===== src/rtl/y86_pkg.sv =====
// y86_pkg: shared ALU opcodes and datapath width for the Y86 SEQ execute stage
package y86_pkg;
  localparam logic [1:0] ALU_ADD = 2'b00;
  localparam logic [1:0] ALU_SUB = 2'b01;
  localparam logic [1:0] ALU_AND = 2'b10;
  localparam logic [1:0] ALU_XOR = 2'b11;
  localparam int WORD_W = 64;
endpackage


===== src/rtl/alu_full_adder.sv =====
// alu_full_adder: single-bit full adder cell for the ripple adder
module alu_full_adder (
  input  logic a,
  input  logic b,
  input  logic cin,
  output logic sum,
  output logic cout
);
  assign sum  = a ^ b ^ cin;
  assign cout = (a & b) | (cin & (a ^ b));
endmodule


===== src/rtl/alu_block.sv =====
// alu_block: registered 64-bit add/sub/and/xor ALU with carry-out in bit 64
module alu_block
  import y86_pkg::*;
(
  input  logic                clk,
  input  logic                rst_n,
  input  logic [WORD_W-1:0]   Ain,
  input  logic [WORD_W-1:0]   Bin,
  input  logic                S0,
  input  logic                S1,
  output logic [WORD_W:0]     Final_Output
);
  logic [1:0]        op;
  logic [WORD_W:0]   c;
  logic [WORD_W-1:0] b_x;
  logic [WORD_W-1:0] sum;
  logic [WORD_W:0]   res;
  assign op   = {S1, S0};
  // S0 turns the adder into Ain + ~Bin + 1 for subtraction
  assign b_x  = Bin ^ {WORD_W{S0}};
  assign c[0] = S0;
  for (genvar i = 0; i < WORD_W; i++) begin : g_fa
    alu_full_adder u_fa (
      .a   (Ain[i]),
      .b   (b_x[i]),
      .cin (c[i]),
      .sum (sum[i]),
      .cout(c[i+1])
    );
  end
  always_comb begin
    res = (op == ALU_AND) ? {1'b0, Ain & Bin} :
          (op == ALU_XOR) ? {1'b0, Ain ^ Bin} :
                            {c[WORD_W], sum};
  end
  always_ff @(posedge clk or negedge rst_n) begin
    if (!rst_n) Final_Output <= '0;
    else        Final_Output <= res;
  end
endmodule


===== config.mk =====
export PLATFORM = sky130hd
export DESIGN_NAME = alu_block
export DESIGN_NICKNAME = d
export VERILOG_FILES = /design/src/rtl/y86_pkg.sv /design/src/rtl/alu_full_adder.sv /design/src/rtl/alu_block.sv
export SDC_FILE = /design/constraint.sdc
export NUM_CORES = 1
export LEC_CHECK = 0
export ABC_CLOCK_PERIOD_IN_PS = 800
export BUFFER_PORTS_ARGS = -buffer_cell sky130_fd_sc_hd__buf_4
export CAP_MARGIN = 20
export CORE_AREA = 3 3 129 131
export DETAILED_ROUTE_END_ITERATION = 16
export DIE_AREA = 0 0 132 134
export PLACE_DENSITY = 0.67
export SYNTH_ARGS = -nofsm -noshare
export SYNTH_HDL_FRONTEND = slang
export SYNTH_SLANG_ARGS = --single-unit

===== constraint.sdc =====
create_clock -name clk -period 0.8 [get_ports clk]
set_input_delay 0.16 -clock clk [delete_from_list [all_inputs] [get_ports clk]]
set_output_delay 0.16 -clock clk [all_outputs]
set_load 0.01 [all_outputs]

Yosys cells after proc, flatten, opt, wreduce, memory -nomap -nowiden --
Index checks and enable logic that the tools add are counted. W data, S select, Z words.
Storage, ports and cells: word-level logic and storage cells 328, input port bits 132, output and inout bits 65, bits in registers 65
Operators by class: muxes and demuxes 2, bitwise operators 323, eq/ne operators 2
Operators with widths (number):
- $mux W65 | 2
- $and A1 B1 Y1 | 128
- $xor A1 B1 Y1 | 128
- $xor A64 B64 Y64 | 2
- $and A64 B64 Y64 | 1
- $or A1 B1 Y1 | 64
- $eq A2 B2 Y1 const B | 2

Depth between registers and ports, before layout --
word-level depth 132, mapped depth 70, mapped depth without buffers 67

Modules after synthesis --
Synthesis repeated with hierarchy kept, for this count alone.
Unflattened totals: cell total of the unflattened synthesis 478, area total of the unflattened synthesis 5666.7 sq um
By module, submodules not included:
- alu_block | area each 4385.5 sq um, cells an instance 414, instances 1, sequential area each 1626.6 sq um
- alu_full_adder | area each 20.0 sq um, cells an instance 1, instances 64, sequential area each 0.0 sq um

Worst setup path before layout --
No wires, ideal clock.
path type input to register, from in S0, to reg Final_Output[63], data arrival time 27049 ps, cell stages on the path 70, path buffers 3, setup time 129 ps, required time 671 ps, slack -26378 ps, cell sequence buf_6 buf_12 buf_8 mux2i_1 fa_1 fa_1 fa_1 fa_1 fa_1 fa_1 fa_1 fa_1 fa_1 fa_1 fa_1 fa_1 fa_1 fa_1 [34 not listed] fa_1 fa_1 fa_1 fa_1 fa_1 fa_1 fa_1 fa_1 fa_1 fa_1 fa_1 fa_1 inv_1 fa_1 inv_1 fa_1 fa_1 mux2i_1
Between the ends: word-level cells in the longest chain between the ends 131, elaborated cells on any way between the ends 259, classes of those cells 2 x eq/ne; 2 x mux; 255 x bitwise
RTL lines:
- start, declared | line alu_block.sv:9 | input logic S0,
- $xor A64 B64 Y64 | line alu_block.sv:20 | assign b_x = Bin ^ {WORD_W{S0}};
- $xor A1 B1 Y1 | line alu_full_adder.sv:10 | assign cout = (a & b) | (cin & (a ^ b));
- $and A1 B1 Y1 | line alu_full_adder.sv:10
- $or A1 B1 Y1 | line alu_full_adder.sv:10
- $and A1 B1 Y1 | line alu_full_adder.sv:10
- $or A1 B1 Y1 | line alu_full_adder.sv:10
- $and A1 B1 Y1 | line alu_full_adder.sv:10
- $or A1 B1 Y1 | line alu_full_adder.sv:10
- [116 not listed]
- $and A1 B1 Y1 | line alu_full_adder.sv:10
- $or A1 B1 Y1 | line alu_full_adder.sv:10
- $and A1 B1 Y1 | line alu_full_adder.sv:10
- $or A1 B1 Y1 | line alu_full_adder.sv:10
- $xor A1 B1 Y1 | line alu_full_adder.sv:9 | assign sum = a ^ b ^ cin;
- $mux W65 | line alu_block.sv:33 | (op == ALU_XOR) ? {1'b0, Ain ^ Bin} :
- $mux W65 (*) | line alu_block.sv:32 | res = (op == ALU_AND) ? {1'b0, Ain & Bin} :
- named net res[63] | line alu_block.sv:17 | logic [WORD_W:0] res;
- end signal, assigned | line alu_block.sv:38 | else Final_Output <= res;
- end, declared | line alu_block.sv:11 | output logic [WORD_W:0] Final_Output
The timed path passes the listed nets; every way through them passes the cells marked *.

Final worst setup path --
from in Bin[0], to reg Final_Output[63]
Between the ends: word-level cells in the longest chain between the ends 131, elaborated cells on any way between the ends 132, classes of those cells 2 x mux; 130 x bitwise
RTL lines:
- start, declared | line alu_block.sv:8 | input logic [WORD_W-1:0] Bin,
- $xor A64 B64 Y64 (*) | line alu_block.sv:20
- $xor A1 B1 Y1 | line alu_full_adder.sv:10
- $and A1 B1 Y1 | line alu_full_adder.sv:10
- $or A1 B1 Y1 (*) | line alu_full_adder.sv:10
- $and A1 B1 Y1 (*) | line alu_full_adder.sv:10
- $or A1 B1 Y1 (*) | line alu_full_adder.sv:10
- $and A1 B1 Y1 (*) | line alu_full_adder.sv:10
- $or A1 B1 Y1 (*) | line alu_full_adder.sv:10
- [116 not listed]
- $and A1 B1 Y1 (*) | line alu_full_adder.sv:10
- $or A1 B1 Y1 (*) | line alu_full_adder.sv:10
- $and A1 B1 Y1 (*) | line alu_full_adder.sv:10
- $or A1 B1 Y1 (*) | line alu_full_adder.sv:10
- $xor A1 B1 Y1 (*) | line alu_full_adder.sv:9
- $mux W65 (*) | line alu_block.sv:33
- $mux W65 (*) | line alu_block.sv:32
- named net res[63] | line alu_block.sv:17
Marks and branches as above.

==> metrics.txt <==
status=complete, but fails checks; violated checks=setup timing; Routed WL per cell=between 15 and 20 µm; CP max FO=2; Total Neg Setup Slack=-774.80 ns; Crit-path slowest cell=fa_1; CTS buffer count=9; Post-CTS Setup Bufs=0; Register Area=~1600 µm²; met3 Usage GRT=under 10%; routed wire length=14.9 mm; Biggest register=Final_Output; Total GRT Usage=roughly 17%; post-synthesis sequential area ratio=27.1%; GRT overflow=0; first-pass GRT wire length=between 20 and 25 mm; layout overhead on the synthesized area=48.0%; CP required=1.01 ns; Syn. warnings=0; DIE AREA=approximately 18,000 µm²; Max Cap Viol=0; most common cell after layout, fill and taps aside=buf_4; dpl cell area=approximately 8000 µm²; Core Footprint=around 16,000 µm²; clk slew on worst S/H paths=approximately 0.060 ns; syn avg cell area=roughly 13 µm²; ant diodes=0; Finished Cell Area=a little under 9000 µm²; minimum clock period=approximately 24 ns; clock root cell=clkbuf_16; initial antenna violation count=0; GRT busiest layer=met2; routed vias=around 4.3k; crit path launch type=input pin; post-route ant nets=0; H-tree Lvls=3; M1 GR Usage=19.9%; Peak Freq=0.0415 GHz; relative slew slack=80.2%; final setup margin=-23.29 ns; final cell count without fillers=about 940; max reg flops=65; placed cells=925; DR iter-0 viols=between 80 and 90; final hold vios=0; layout cells sized above 1=a little under half; CP dominant cell by count=fa_2; Clock Tree Buf Depth=2; Syn Std Cell Area=~6000 µm²; placed wire-length estimate=about 12 mm; Pwr per Cell Area=around 1600 nW/µm²; Critical Path End Type=flip-flop; Rows=46; Final period util=3010%; CTS tree=built; Cells after Synth=471; Starting Density=between 30% and 40%; area of the multi-input gates=between 4000 and 5000 µm²; final setup violation count=approximately 130; syn nets=730; RSZ-0062 raised after global routing=true; crit path DAT=24.30 ns; Vias/cell=roughly 4.5; Pleak=about 4.5 nW; Die Wd=approximately 130 µm; I/O pins=a little under 200; drt first pass iters=4; Setup CP Type=input pin to flip-flop; Slew @ Worst Pin=0.296 ns; Placer Congestion=0.834; Net count, final=between 900 and 1k; post-synthesis register bit count=65; Netlist cell types=16; Fillers=1,320; clk sinks=65; largest net degree at the start of global routing=35; Die H=roughly 130 µm; most frequent cells in the layout=182 x buf_4, 125 x mux2i_1, 67 x buf_6; I/O Buffers=about 200; vias in the first global route=5,052; max incr delay on CP=approximately 0.50 ns; Pwr Total=14.2 mW; Top Registers=Final_Output x65; # DRC=0; max-slew violations=0; Worst VDD drop=around 0.96 mV; met2 Resource Use GR=between 30% and 40%; Hold Crit Class=input pin to flip-flop
-- power by group --
part / internal [mW] / switching (mW)
combinational: 3.63 / 2.64
sequential: 4.03 / 0.372
clock: 2.06 / 1.49
total: 9.72 / 4.50
-- through the flow --
| step | util (%) | setup slack, ns | hold WS [ns] |
|---|---|---|---|
| after floorplan | - | -23.28 | -0.136 |
| after global placement | 52.3 | -23.62 | 0.144 |
| after detailed placement | 52.3 | -23.82 | 0.144 |
| after CTS | 56.6 | -23.49 | 0.167 |
| after global routing | 56.6 | -24.05 | 0.180 |
| final | 56.6 | -23.29 | 0.179 |
-- cell usage after synthesis --
cell type  instances  area (µm²)
mux2i_1          126        1260
dfrtp_1           65        1630
ha_1              64         801
inv_1             64         240
fa_1              63        1260
xnor2_1           62         543
buf_4              9        67.6
buf_8              9         135
nor2_1             2        7.51
a21oi_1            1        5.00
buf_12             1        20.0
buf_2              1        5.00
buf_6              1        11.3
mux2_2             1        11.3
nor2b_1            1        6.26
xor2_1             1        8.76
-- cell type report --
type / count / area share [%]
Clock buffer: 13 / 2.70
Clock inverter: 1 / 0.0563
Inverter: 64 / 2.70
Multi-Input combinational cell: 321 / 45.8
Sequential cell: 65 / 18.3
Tap cell: 216 / 3.04
Timing Repair Buffer: 263 / 27.4
-- cells by family (layout without fill, tap and decap cells) --
group | count (synthesis) | in the layout | share of synthesized area, %
adder cells (fa/ha/maj) | 127 | 127 | 34.3
flip-flops | 65 | 65 | 27.1
multiplexers | 127 | 127 | 21.2
XOR/XNOR | 63 | 63 | 9.18
buffers and inverters | 85 | 341 | 7.97
AND/OR/NAND/NOR | 3 | 3 | 0.229
AO/OA/AOI/OAI | 1 | 1 | 0.0832
-- layer usage --
metal	vias to the layer above	part of all wire, %
met1	2064	40
li1	2048	-
met4	0	2.7
met5	-	0
met3	24	7.5
met2	140	50
-- path summary, 6_finish.rpt --
path / from / to / slack [ns] / depth (start not counted)
setup / recovery: Bin[0] / Final_Output[63] / -23.29 / 68
hold / removal: Bin[0] / Final_Output[0] / 0.18 / 3
max in group asynchronous: rst_n / Final_Output[2] / 0.24 / 3
min in group asynchronous: rst_n / Final_Output[33] / 0.34 / 3
-- worst max-delay path, delay by kind of cell --
family	cells	cell delay (ns)
adder cells (fa/ha/maj)	63	23.72
buffers and inverters	3	0.20
multiplexers	2	0.21
-- timing repair --
| action | CTS | global route |
|---|---|---|
| pin swaps | 1 | 0 |
| gates resized for setup | 86 | 0 |
| cloned | 3 | 0 |
| endpoints found under the hold margin | 65 | 0 |
| setup endpoints to repair | 130 | 129 |
| hold buffers | 1 | 0 |
Power figures use the tool's default switching activity.
